File: config.mk
export PLATFORM = sky130hd
export DESIGN_NAME = writeback_top
export DESIGN_NICKNAME = d
export VERILOG_FILES = /design/src/rtl/writeback_pkg.sv /design/src/rtl/writeback_regfile.sv /design/src/rtl/writeback_top.sv
export SDC_FILE = /design/constraint.sdc
export NUM_CORES = 1
export LEC_CHECK = 0
export ABC_AREA = 1
export CAP_MARGIN = 30
export CORE_MARGIN = 3
export CORE_UTILIZATION = 52
export CTS_CLUSTER_DIAMETER = 60
export DETAILED_ROUTE_END_ITERATION = 10
export PLACE_DENSITY = 0.76
export SLEW_MARGIN = 20
export SYNTH_ARGS = -nofsm -noshare
export SYNTH_HDL_FRONTEND = slang
export SYNTH_HIERARCHICAL = 1
export SYNTH_SLANG_ARGS = --single-unit
File: constraint.sdc
create_clock -name clk -period 2.1 [get_ports clk]
set_input_delay 0.525 -clock clk [delete_from_list [all_inputs] [get_ports clk]]
set_output_delay 0.525 -clock clk [all_outputs]
set_load 0.03 [all_outputs]
File: src/rtl/writeback_pkg.sv
// Shared constants for the writeback stage: ALU opcodes and default sizes.
// Optional feature macro: WRITEBACK_BYPASS_EN (same-edge write-to-read bypass).
package writeback_pkg;

    localparam int DEF_WIDTH = 4;
    localparam int DEF_NREG  = 3;
    localparam int DEF_NOPER = 3;

    localparam logic [DEF_NOPER-1:0] OP_AND  = 3'd0;
    localparam logic [DEF_NOPER-1:0] OP_OR   = 3'd1;
    localparam logic [DEF_NOPER-1:0] OP_ADD  = 3'd2;
    localparam logic [DEF_NOPER-1:0] OP_SUB  = 3'd3;
    localparam logic [DEF_NOPER-1:0] OP_XOR  = 3'd4;
    localparam logic [DEF_NOPER-1:0] OP_NOT  = 3'd5;
    localparam logic [DEF_NOPER-1:0] OP_SLT  = 3'd6;
    localparam logic [DEF_NOPER-1:0] OP_PASS = 3'd7;

endpackage

File: src/rtl/writeback_regfile.sv
// Register bank: 2**NREG entries, two combinational read ports, one write port.
// Entry 0 is an ordinary writable register; the whole bank clears on reset.
module writeback_regfile
    import writeback_pkg::*;
#(
    parameter int WIDTH = DEF_WIDTH,
    parameter int NREG  = DEF_NREG
) (
    input  logic             clk,
    input  logic             rst_n,
    input  logic [NREG-1:0]  raddr_a,
    input  logic [NREG-1:0]  raddr_b,
    output logic [WIDTH-1:0] rdata_a,
    output logic [WIDTH-1:0] rdata_b,
    input  logic             we,
    input  logic [NREG-1:0]  waddr,
    input  logic [WIDTH-1:0] wdata
);

    localparam int DEPTH = 2 ** NREG;

    logic [WIDTH-1:0] bank_q [DEPTH];
    logic [WIDTH-1:0] bank_d [DEPTH];

    // Next bank contents: only the addressed entry changes when writing.
    always_comb begin
        bank_d = bank_q;
        if (we) begin
            bank_d[waddr] = wdata;
        end
    end

    // Bank storage with asynchronous clear.
    always_ff @(posedge clk or negedge rst_n) begin
        if (!rst_n) begin
            for (int i = 0; i < DEPTH; i++) begin
                bank_q[i] <= '0;
            end
        end else begin
            bank_q <= bank_d;
        end
    end

    assign rdata_a = bank_q[raddr_a];
    assign rdata_b = bank_q[raddr_b];

endmodule

File: src/rtl/writeback_top.sv
// Execute/writeback slice: regfile reads, ALU, writeback mux, registered r_out.
// Optional feature macro: WRITEBACK_BYPASS_EN (forward same-edge write data).
module writeback_top
    import writeback_pkg::*;
#(
    parameter int WIDTH = DEF_WIDTH,
    parameter int NREG  = DEF_NREG,
    parameter int NOPER = DEF_NOPER
) (
    input  logic             clk,
    input  logic             rst_n,
    input  logic [NREG-1:0]  reg_addr1,
    input  logic [NREG-1:0]  reg_addr2,
    input  logic [NREG-1:0]  reg_addr3,
    input  logic [WIDTH-1:0] data,
    input  logic [NOPER-1:0] oper,
    input  logic             sel,
    input  logic             write_en,
    output logic [WIDTH-1:0] r_out
);

    logic [WIDTH-1:0] bank_a;
    logic [WIDTH-1:0] bank_b;
    logic [WIDTH-1:0] op_a;
    logic [WIDTH-1:0] op_b;
    logic [WIDTH-1:0] alu_res;
    logic [WIDTH-1:0] wb;
    logic [WIDTH-1:0] r_out_d;
    logic [WIDTH-1:0] r_out_q;

    writeback_regfile #(
        .WIDTH (WIDTH),
        .NREG  (NREG)
    ) u_regfile (
        .clk     (clk),
        .rst_n   (rst_n),
        .raddr_a (reg_addr1),
        .raddr_b (reg_addr2),
        .rdata_a (bank_a),
        .rdata_b (bank_b),
        .we      (write_en),
        .waddr   (reg_addr3),
        .wdata   (wb)
    );

    // Operand select; forwarding uses data directly since only sel=0 bypasses,
    // which keeps the path free of any ALU-to-operand loop.
    always_comb begin
        op_a = bank_a;
        op_b = bank_b;
`ifdef WRITEBACK_BYPASS_EN
        if (write_en && !sel && (reg_addr1 == reg_addr3)) begin
            op_a = data;
        end
        if (write_en && !sel && (reg_addr2 == reg_addr3)) begin
            op_b = data;
        end
`endif
    end

    // ALU: results truncated to WIDTH bits.
    always_comb begin
        alu_res = '0;
        case (oper)
            OP_AND:  alu_res = op_a & op_b;
            OP_OR:   alu_res = op_a | op_b;
            OP_ADD:  alu_res = op_a + op_b;
            OP_SUB:  alu_res = op_a - op_b;
            OP_XOR:  alu_res = op_a ^ op_b;
            OP_NOT:  alu_res = ~op_a;
            OP_SLT:  alu_res = {{(WIDTH-1){1'b0}}, (op_a < op_b)};
            OP_PASS: alu_res = op_a;
            default: alu_res = '0;
        endcase
    end

    // Writeback mux feeding both the bank and the output register.
    always_comb begin
        wb      = sel ? alu_res : data;
        r_out_d = wb;
    end

    // Output register loads the writeback value every edge.
    always_ff @(posedge clk or negedge rst_n) begin
        if (!rst_n) begin
            r_out_q <= '0;
        end else begin
            r_out_q <= r_out_d;
        end
    end

    assign r_out = r_out_q;

endmodule

* Word-level counts from Yosys, hierarchy flattened
Cells that the tools add are included.
** Storage, ports and cells
- Flip-flop bits (word level) :: 36
- Latch bits :: 0
- Bits in writable memories :: 0
- ROM bits :: 0
- Input port bits :: 20
- Output and inout port bits :: 4
- Word-level logic and storage cells :: 43
- Memories :: 0
** Cells by class
- $add $sub $neg :: 2
- $mul :: 0
- Div/mod/pow operators :: 0
- $lt $le $gt $ge :: 5
- Equal/unequal tests :: 7
- Shift-type cells :: 0
- Mux-type cells :: 11
- Bitwise logic cells :: 7
- Reduce and logical (&&, ||, !) cells :: 2
** Operator list (count)
- 32-bit bitwise mux :: 1
- 4-bit case mux with 8 select lines :: 1
- 4-bit binary-select mux with 3-bit select :: 2
- 4-bit 2-to-1 mux :: 6
- 4-bit demux with 3-bit select :: 1
- 3-bit == test, second input constant :: 4
- 4-bit greater-or-equal comparator, second input constant :: 3
- 3-bit inverter with 4-bit output :: 3
- 3-bit by 2-bit == test with 1-bit output, second input constant :: 2
- 4-bit adder :: 1
- 4-bit AND :: 1
- 4-bit by 1-bit less-than comparator with 1-bit output, second input constant :: 1
- 4-bit less-than comparator :: 1
- 4-bit inverter :: 1
- 4-bit bitwise OR :: 1
- 4-bit subtractor :: 1
- 4-bit bitwise XOR :: 1
- 3-bit by 1-bit == test with 1-bit output, second input constant :: 1
- 3-bit logical NOT :: 1
- 1-bit logical AND :: 1

* Longest topological paths before layout
Gate-level depths: netlist of the first run.
- Depth in word-level cells :: 8
- Gate-level depth with buffers :: 20
- Gate-level depth less buffers :: 18

* Cells and area by module
Netlist of the first run, hierarchy kept.
** By module, submodules not included
- writeback_regfile :: times used 1, cells an instance 299, area an instance 1938.1 um^2, seq. area each 800.8 um^2
- writeback_top :: times used 1, cells an instance 113, area an instance 716.9 um^2, seq. area each 100.1 um^2

* Worst setup path after synthesis of the first run
Ideal clock, no wire load.
- Path type :: input to register
- From :: in reg_addr1[0]
- To :: reg u_regfile/bank_q[4] in the netlist's numbering
- Setup time :: 0.129 ns
- Arrival time :: 2.424 ns
- Required time :: 1.971 ns
- Path slack :: -0.453 ns
- Stages on the path :: 18
- Buffers on the path :: 2
- Cells stage by stage :: buf_4 -> buf_2 -> nand2_1 -> nand3_1 -> nand2_1 -> nand2_1 -> nand2_1 -> inv_1 -> ha_1 -> fa_1 -> nor2_1 -> o21ai_0 -> nand4_1 -> nand3_1 -> nand2_1 -> nand2_1 -> inv_1 -> o21ai_0
** On the way
- Word-level cells in the longest chain between the ends :: 8
- Elaborated cells on any way between the ends :: 14
- Those cells by class :: add/sub: 2; order compare: 1; mux: 6; bitwise: 5
** Ends and longest elaborated chain
- start: declaration :: line writeback_top.sv:12 : input logic [NREG-1:0] reg_addr1,
- 3-bit inverter with 4-bit output (not written as such) * :: line writeback_regfile.sv:44 : assign rdata_a = bank_q[raddr_a];
- 4-bit binary-select mux with 3-bit select * :: line writeback_regfile.sv:44
- 4-bit 2-to-1 mux (not written as such) * (2 in a row) :: line writeback_regfile.sv:44
- named net bank_a[0] :: line writeback_top.sv:22 : logic [WIDTH-1:0] bank_a;
- 4-bit subtractor (tied with other cells) :: line writeback_top.sv:68 : OP_SUB: alu_res = op_a - op_b;
- 4-bit case mux with 8 select lines * :: line writeback_top.sv:64 : case (oper)
- 4-bit 2-to-1 mux * :: line writeback_top.sv:79 : wb = sel ? alu_res : data;
- named net r_out_d[0] :: line writeback_top.sv:28 : logic [WIDTH-1:0] r_out_d;
- 32-bit bitwise mux * :: line writeback_regfile.sv:29 : bank_d[waddr] = wdata;
- end signal: assignment :: line writeback_regfile.sv:40 : bank_q <= bank_d;
- end: declaration :: line writeback_regfile.sv:22 : logic [WIDTH-1:0] bank_q [DEPTH];
Mark *: on every way through the listed nets, which the timed path passes. The rest lies on a longest branch. The select of a mux whose other input is x is not followed.
A chain may end at the register's enable or synchronous reset.

* Worst setup path in the final report of the first run
- From :: in reg_addr1[0]
- To :: reg u_regfile/bank_q[4] in the netlist's numbering
** On the way
- Word-level cells in the longest chain between the ends :: 8
- Elaborated cells on any way between the ends :: 14
- Those cells by class :: add/sub: 2; order compare: 1; mux: 6; bitwise: 5
** Ends and longest elaborated chain
- 3-bit inverter with 4-bit output (not written as such) :: line writeback_regfile.sv:44
- 4-bit binary-select mux with 3-bit select :: line writeback_regfile.sv:44
- 4-bit 2-to-1 mux (not written as such) (2 in a row) :: line writeback_regfile.sv:44
- named net bank_a[1] :: line writeback_top.sv:22
- 4-bit less-than comparator :: line writeback_top.sv:71 : OP_SLT: alu_res = {{(WIDTH-1){1'b0}}, (op_a < op_b)};
- 4-bit case mux with 8 select lines :: line writeback_top.sv:64
- 4-bit 2-to-1 mux :: line writeback_top.sv:79
- named net r_out_d[0] :: line writeback_top.sv:28
- 32-bit bitwise mux :: line writeback_regfile.sv:29
The timed path passes the listed nets, and every way through them passes these cells. The select of a mux whose other input is x is not followed.

==> results of run 1 <==
[per-layer routing]
metal  up-vias  routed length, um
li1       1450                  -
met1      1436               3570
met2       183               4420
met3        51                687
met4         0                461
met5         -                  0
[final cells by class]
cell class | instances | area [um2]
Clock inverter | 3 | 18.8
Fill cell | 312 | 805
Sequential cell | 36 | 901
Inverter | 66 | 315
Timing Repair inverter | 2 | 17.5
Clock buffer | 5 | 68.8
Multi-Input combinational cell | 301 | 1840
Tap cell | 67 | 83.8
Timing Repair Buffer | 80 | 769
[cell usage after synthesis (all sizes together)]
cell / number / area share
nand2: 170 / 0.24
inv: 66 / 0.093
o21ai: 45 / 0.085
nand3: 43 / 0.081
dfrtp: 36 / 0.34
nor2: 17 / 0.029
ha: 12 / 0.057
buf: 9 / 0.026
a21oi: 4 / 0.0075
nand4: 3 / 0.0071
fa: 2 / 0.015
nand3b: 1 / 0.0028
nor3: 1 / 0.0061
o211a: 1 / 0.0038
or2: 1 / 0.0024
xor2: 1 / 0.0033
[worst max-delay path, stage by stage]
cell	delay, ns
buf_12	0.11
buf_12	0.14
buf_12	0.13
nand2_4	0.06
nand3_2	0.07
nand2_2	0.09
nand2_2	0.07
nand2_4	0.14
inv_4	0.06
fa_2	0.39
nor2_2	0.12
o21ai_1	0.07
nand4_1	0.11
nand3_1	0.13
nand2_1	0.10
nand2_2	0.08
clkinv_4	0.10
o21ai_1	0.08
[worst min-delay path by stage]
stage	start	end	slack, ns	depth (start not counted)
after floorplan	rst_n	r_out[0]$_DFF_PN0_	0.23	0
after global placement	u_regfile/bank_q[17]$_DFFE_PN0P_	u_regfile/bank_q[17]$_DFFE_PN0P_	0.47	2
after detailed placement	u_regfile/bank_q[28]$_DFFE_PN0P_	u_regfile/bank_q[28]$_DFFE_PN0P_	0.47	2
after CTS	u_regfile/bank_q[15]$_DFFE_PN0P_	u_regfile/bank_q[15]$_DFFE_PN0P_	0.49	2
after global routing	u_regfile/bank_q[22]$_DFFE_PN0P_	u_regfile/bank_q[22]$_DFFE_PN0P_	0.52	2
final	u_regfile/bank_q[25]$_DFFE_PN0P_	u_regfile/bank_q[25]$_DFFE_PN0P_	0.49	2
[layout by cell type (no fill, tap or decap), types with 3 or more instances in the layout]
master           Yosys  final
a21oi_2              0      3
buf_12               0      4
buf_4                2     44
buf_6                3      9
clkbuf_8             0      5
clkdlybuf4s50_1      0     17
clkinv_4             0      3
dfrtp_1             36     36
ha_1                12      5
ha_4                 0      5
inv_1               62     46
inv_2                4      9
inv_4                0      5
nand2_1            168    128
nand2_2              2     33
nand2_4              0      8
nand3_1             43     32
nand3_2              0     11
nand4_1              3      3
nor2_1              14     12
nor2_2               2      3
o21ai_0             42      7
o21ai_1              3     17
o21ai_2              0     21
[stage by stage]
| step | setup WS (ns) | cells | cell area, um2 |
|---|---|---|---|
| 2_1_floorplan | -0.293 | 412 | 2790 |
| 3_3_place_gp | -1.00 | 529 | 3300 |
| 3_5_place_dp | -1.10 | 529 | 3300 |
| 4_1_cts | -0.202 | 555 | 3710 |
| 5_1_grt | -0.419 | 560 | 4010 |
| 6_report | -0.337 | 560 | 4010 |
[cell families after synthesis]
kind of cell               Yosys count  share of synthesized area
AOI/OAI and AO/OA                   50                     0.0961
xor gates and xnor gates             1                    0.00330
adders and majority gates           14                     0.0716
buffers and inverters               75                      0.119
DFF                                 36                      0.339
and+or+nand+nor                    236                      0.370
[power by group through the flow]
stage	combinational, mW	clock [mW]	sequential (mW)
6_report	1.43	0.487	0.913
3_5_place_dp	1.01	0	0.917
3_3_place_gp	0.992	0	0.912
5_1_grt	1.55	0.529	0.930
4_1_cts	1.18	0.495	0.905
2_1_floorplan	0.645	0	0.921
[registers in the layout, summed over array words and instances, names as in the netlist]
register,flops
u_regfile/bank_q,32
r_out,4
[what timing repair did]
action                     in CTS  in global routing
cloned                          2                  2
pin swaps                      44                 41
setup endpoints to repair      36                 36
gates resized for setup        89                 78
setup buffers                  16                  3
==> flow_summary.ini, run 1 <==
[cts]
insertion_delay_ns = 0.30
ctsRootBufferMaster = clkbuf_8
htree_levels = 2
ctsLongestPathBuffers = 2
clkSlewWorstSetupHoldPaths_ns = 0.07
cts_buffers = 5
cts_tree = yes
cts.hold.buffers_added = 0
cts.sinks = 36

[die]
die_w_um = 77.5
ioPinCount = 24
die_area_um2 = 6000
die_h_um = 77.5
core_area_um2 = 4820
rows = 25
start_util = 0.551

[layout]
area_growth_pct = 51.1
final_util = 0.833
final_nets = 526
drive_above_1_share = 0.375
n_antenna_cell = 0

[global_route]
grt_pass1_vias = 2751
grt_max_degree = 37
antenna_found_initial = 0
grt_use_met3 = 0.0638
grt_use_total = 0.280
grt_pass1_wl_mm = 13.2
grt.busiest_layer = met2
met2_usage = 0.465
grt-ovfl-total = 0
met1_usage = 0.353

[worst_setup_path]
worstSetupStartpointType = input port
r2r_start = u_regfile/bank_q[16]$_DFFE_PN0P_
arrival_ns = 2.61
rr_endpoint = u_regfile/bank_q[13]$_DFFE_PN0P_
rrSetupSlack_ns = -0.24
cp_max_fo = 7
reg2reg_depth = 16
crit_end = u_regfile/bank_q[4]$_DFFE_PN0P_
criticalPathCategory = input port to flip-flop
worstPathRequired_ns = 2.27
end_kind = flip-flop
crit_start = reg_addr1[0]

[drt]
vias_per_cell = 5.57
ant_nets = 0
vias = 3120
first_pass_iters = 5
drcViolationCount = 0
first_iter_violations = 232
routedWlPerCell_um = 16.3
routed_wl_mm = 9.13

[power]
cellPowerDensity_nw_per_um2 = 705
p_leak_nw = 2.06
ir_drop_mv = 0.640
power.total_mw = 2.83
netSwitchingFraction = 0.407
combPwrFrac = 0.505
p_int_mw = 1.68
power_frac_clock = 0.172
net-switching-power_mw = 1.15
p_seq_frac = 0.323

[synthesis]
synth_warnings = 6
postSynthAreaPerCell_um2 = 6.44
synth-seq-cells = 36
syn_area_um2 = 2660
seq_area_frac_synth = 0.339
netlist_instances = 412
syn_nets = 446
synth_cell_type_count = 23

[run]
max_cap_violations = 0

[timing]
max_freq_mhz = 410
tightestPinTransition_ns = 0.475
period_needed_ns = 2.44
layout_worst_path_cycle_share = 1.16
hold_slack_ns = 0.489
worst_slack_ns = -0.337
drv_slew = 0
hold_viol_final = 0
final-setup-viol-count = 36
setup-tns-final_ns = -9.63
grt_setup_unrepaired = true
skew_ns = 0.00802
slew-limit-headroom = 0.683

[placed_design]
io_buffers = 23
dp_hpwl_mm = 5.56
gp_congestion = 0.949

[status]
outcome = finished, violations left
violations = setup timing

[worst_hold_path]
hold_class = flip-flop to flip-flop
(Power assumes the default switching activity.)
==> inputs of run 2 (changes only) <==
HOLD_SLACK_MARGIN = 0.05   (was not set)
==> results of run 2 <==
Final layout, timing and power as in run 1 (identical DEF).
==> edit 1, RTL diff (config.mk and constraints of run 2) <==
Remove the register `r_out_q`: a continuous assignment takes its place, so the output `r_out` follows one clock earlier.
--- a/src/rtl/writeback_top.sv
+++ b/src/rtl/writeback_top.sv
@@ -83,9 +83,3 @@
     // Output register loads the writeback value every edge.
-    always_ff @(posedge clk or negedge rst_n) begin
-        if (!rst_n) begin
-            r_out_q <= '0;
-        end else begin
-            r_out_q <= r_out_d;
-        end
-    end
+    assign r_out_q = r_out_d;
 
Check against the original RTL: not equivalent (Yosys sat finds a counterexample within 4 cycles, from zero or initial values and one cycle with rst_n low).
==> edit 1 against run 2 <==
The run ends with DRC, setup timing left. Count of clock-buffer cells in the layout up 1. Synthesized cell count down 0.24%. Die area down 2.7%. Total power up 11%. Final area up 5.1%. Area after synthesis down 2.9%. Cell count up 1.8%. Combinational power up 25%. Via count up 22%. Fmax down 29%. Sequential cell count down 4. Wire length up 55%. Worst setup slack worse by 1000 ps.
==> edit 1: results (changes against run 2) <==
| Metric | Value |
|---|---|
| Hold Path Sink | u_regfile/bank_q[16] |
| Outcome | complete, but fails checks |
| Worst path max stage delay | 440 ps (+50 ps) |
| Hold Crit Start | u_regfile/bank_q[16] |
| Net count after synthesis | 445 (-0.22%) |
| Remaining DRCs | 109 (+109) |
| Number of global-route vias before repair | 3421 (+24%) |
| Combinational power | 1790 uW (+25%) |
| Final nets | 538 (+2.3%) |
| Failing checks | DRC, setup timing |
| Unique masters post-synth | 25 (+8.7%) |
| Postcts setup bufs | 28 (+12) |
| Launching point of the worst reg2reg path | u_regfile/bank_q[8] |
| Critical Path AT | 2920 ps (+310 ps) |
| Filler instances | 178 (-43%) |
| Final setup fails | 36 (unchanged) |
| Critical path launch point type | flop |
| Crit path max fanout | 3 (-4) |
| Worst vdd rail ir drop | 0.6123 mV (-4.3%) |
| Max_slew headroom | 62.90% (-5.4 points) |
| Leakage power | 0.002170 uW (+5.2%) |
| GPL Wtd Cong | 1.004 (+5.7%) |
| Switching Share | 46.37% (+5.6 points) |
| PostCTS Resize Cnt | 116 (+30%) |
| Critical Path Slowest Stage Cell | dfrtp_1 |
| Final WS setup | -1345 ps (-1007 ps) |
| Synth top cells by count | nand2_1, inv_1, nand3_1 |
| Share of layout cells above drive strength 1 | 47.52% (+10 points) |
[edit 1: cell types whose count changed after synthesis, sizes merged]
cell    delta
buf        +1
dfrtp      -4
o211a      -1
nor3       +1
a22oi      +1
o21ai      -2
or2        -1
nand2      +5
a21o       +1
nand3b     -1
xor2       +1
nand3      -1
o21a       +1
nand4      -2
[edit 1: kinds of logic (layout without fill, tap and decap cells)]
family,count (synthesis),after routing,synth area share [%]
buf+inv,76,170,12.71
simple gates,237,237,38.04
xor+xnor,2,2,0.6794
flops,32,32,31.05
compound gates,50,50,10.14
fa+ha+maj,14,14,7.375
[edit 1: critical path: cells and delay by family, from the launching register on]
| kind | cells | cell delay [ps] |
|---|---|---|
| flops | 1 | 440 |
| buf+inv | 2 | 250 |
| simple gates | 8 | 910 |
| fa+ha+maj | 2 | 620 |
| xor+xnor | 1 | 210 |
| compound gates | 1 | 180 |
[edit 1: final cells by class]
| class | count | area, um2 | share of cell area (%) |
|---|---|---|---|
| flip-flops and latches | 32 | 800.8 | 18.99 |
| repair buffers | 94 | 909.6 | 21.57 |
| repair inverters | 2 | 25.02 | 0.5933 |
| inverters | 66 | 327.8 | 7.772 |
| well taps | 65 | 81.33 | 1.928 |
| clock inverters | 2 | 10.01 | 0.2373 |
| clock buffers | 6 | 82.58 | 1.958 |
| multi-input cells | 303 | 1981 | 46.96 |
[edit 1: through the flow]
stage                     area (um2)  setup WS [ps]
after floorplan                 2730         -655.1
after global placement          3244          -1373
after detailed placement        3244          -1393
after CTS                       3869         -939.1
after global routing            4218          -1474
final                           4218          -1345
[edit 1: per-layer routing]
layer / vias to the layer above / global-route usage [%] / share of wire, %
met5: - / 0 / 0
met4: 0 / 21.01 / 12
met3: 209 / 9.574 / 16
met2: 441 / 58.96 / 41
met1: 1678 / 43.30 / 31
li1: 1463 / - / -
==> edit 2, RTL diff (config.mk and constraints of run 2) <==
Without the edit above. Set the package constant `DEF_WIDTH` to 6 (it was 4).
--- a/src/rtl/writeback_pkg.sv
+++ b/src/rtl/writeback_pkg.sv
@@ -4,3 +4,3 @@
 
-    localparam int DEF_WIDTH = 4;
+    localparam int DEF_WIDTH = 6;
     localparam int DEF_NREG  = 3;
Interface: changed (resized data and r_out); port bits go from 24 to 28. The function was not compared with the original's and may differ.
==> edit 2 against run 2 <==
The flow still finishes with violations (setup timing). Total power is 59% higher. Sequential cell count rose by 18. Worst setup slack worse by 300 ps. Final area increased by 52%. Combinational power up 75%. Clock power grew 27%. Die area up 53%. Fmax fell by 11%. Sequential power grew 51%. Wire length grew 73%. Sequential share of layout area decreased by 0.33 points. Area after synthesis grew 58%. Synthesized cell count increased by 54%.
==> edit 2: results (changes against run 2) <==
| Metric | Value |
|---|---|
| Top Family by Delay on Critical Path | adder cells |
| Gr usage total | 30.77% (+2.7 points) |
| Post-place setup slack | -1255 ps (-153.2 ps) |
| Worst setup startpoint | u_regfile/bank_q[36] |
| Initial DRT Pass Iterations | 7 (+2) |
| Wire per inst | 18.89 um (+16%) |
| Final WS setup | -639.5 ps (-302.3 ps) |
| GPL Wtd Cong | 0.9403 (-0.96%) |
| Slew @ Worst Pin | 583.5 ps (+108.3 ps) |
| Outcome | complete, but fails checks |
| Number of global-route vias before repair | 4379 (+59%) |
| Failing checks | setup timing |
| Internal Power | 2539 uW (+51%) |
| Reg clk slew, reported paths | 110 ps (+40 ps) |
| Hpwl dp | 9448 um (+70%) |
| Worst vdd rail ir drop | 0.5014 mV (-22%) |
| Max FFs per register | 48 (+50%) |
| DR vias/cell | 5.809 (+4.3%) |
| Postcts setup bufs | 7 (-9) |
| Seq pwr share | 30.6% (-1.7 points) |
| Final setup fails | 54 (+50%) |
| Total wire length | 15850 um (+73%) |
| Sequential-to-total area share from yosys stat | 32.29% (-1.6 points) |
| Combinational power | 2500 uW (+75%) |
| Unique masters post-synth | 31 (+35%) |
| Placed cells | 803 (+52%) |
| Pin count of the biggest net entering global routing | 35 (-5.4%) |
| Critical Path AT | 2980 ps (+370 ps) |
| Min-Delay Path Class | primary input to asynchronous set/reset pin |
| PostCTS Resize Cnt | 101 (+13%) |
| DRT iter0 DRCs | 637 (+170%) |
| Sw Pwr | 1959 uW (+70%) |
| Synth area leaders | dfrtp_1, nand2_1, nand3_1, inv_1, ha_1 |
| Worst path max stage delay | 530 ps (+140 ps) |
| Share of layout cells above drive strength 1 | 43.15% (+5.6 points) |
edit 2: cell count changes after synthesis, moves of 6 or more:
| cell | run 2 | this run |
|---|---|---|
| nand3_1 | 43 | 68 |
| ha_1 | 12 | 18 |
| o21ai_1 | 3 | 23 |
| dfrtp_1 | 36 | 54 |
| o21ai_0 | 42 | 24 |
| buf_2 | 4 | 12 |
| nand2_1 | 168 | 251 |
| inv_1 | 62 | 84 |
| o21ai_2 | 0 | 15 |
edit 2: cells by family after synthesis:
logic type | after synthesis | share of synthesized area, %
xor+xnor | 1 | 0.2093
compound gates | 76 | 10.82
buf+inv | 122 | 13.39
simple gates | 361 | 36.95
fa+ha+maj | 20 | 6.338
flops | 54 | 32.29
edit 2: cell type report:
cell class	count	area, um2
repair inverters	4	40.04
flip-flops and latches	54	1351
repair buffers	118	1125
multi-input cells	458	2944
fillers	510	1658
clock buffers	5	68.82
clock inverters	2	17.52
inverters	96	435.4
well taps	102	127.6
edit 2: worst min-delay path by stage:
stage | slack [ps] | endpoint | start
floorplan | 230 | r_out[0] | rst_n
global placement | 460 | u_regfile/bank_q[25] | u_regfile/bank_q[25]
detailed placement | 470 | u_regfile/bank_q[25] | u_regfile/bank_q[25]
CTS | 190 | u_regfile/bank_q[5] | rst_n
global route | 210 | u_regfile/bank_q[12] | rst_n
finish | 180 | u_regfile/bank_q[2] | rst_n
edit 2: through the flow:
step / area, um2 / TNS, ps
CTS: 5464 / -14780
finish: 6110 / -25740
global route: 6110 / -32100
global placement: 5001 / -60770
detailed placement: 5001 / -61290
floorplan: 4318 / -17470
edit 2: routing by layer:
layer	vias to the layer above	share of wire [%]	global-route usage [%]
met5	-	0	0
met4	0	5.6	9.005
met3	104	11	5.082
met2	347	45	49.62
met1	2233	37	42.60
li1	2190	-	-
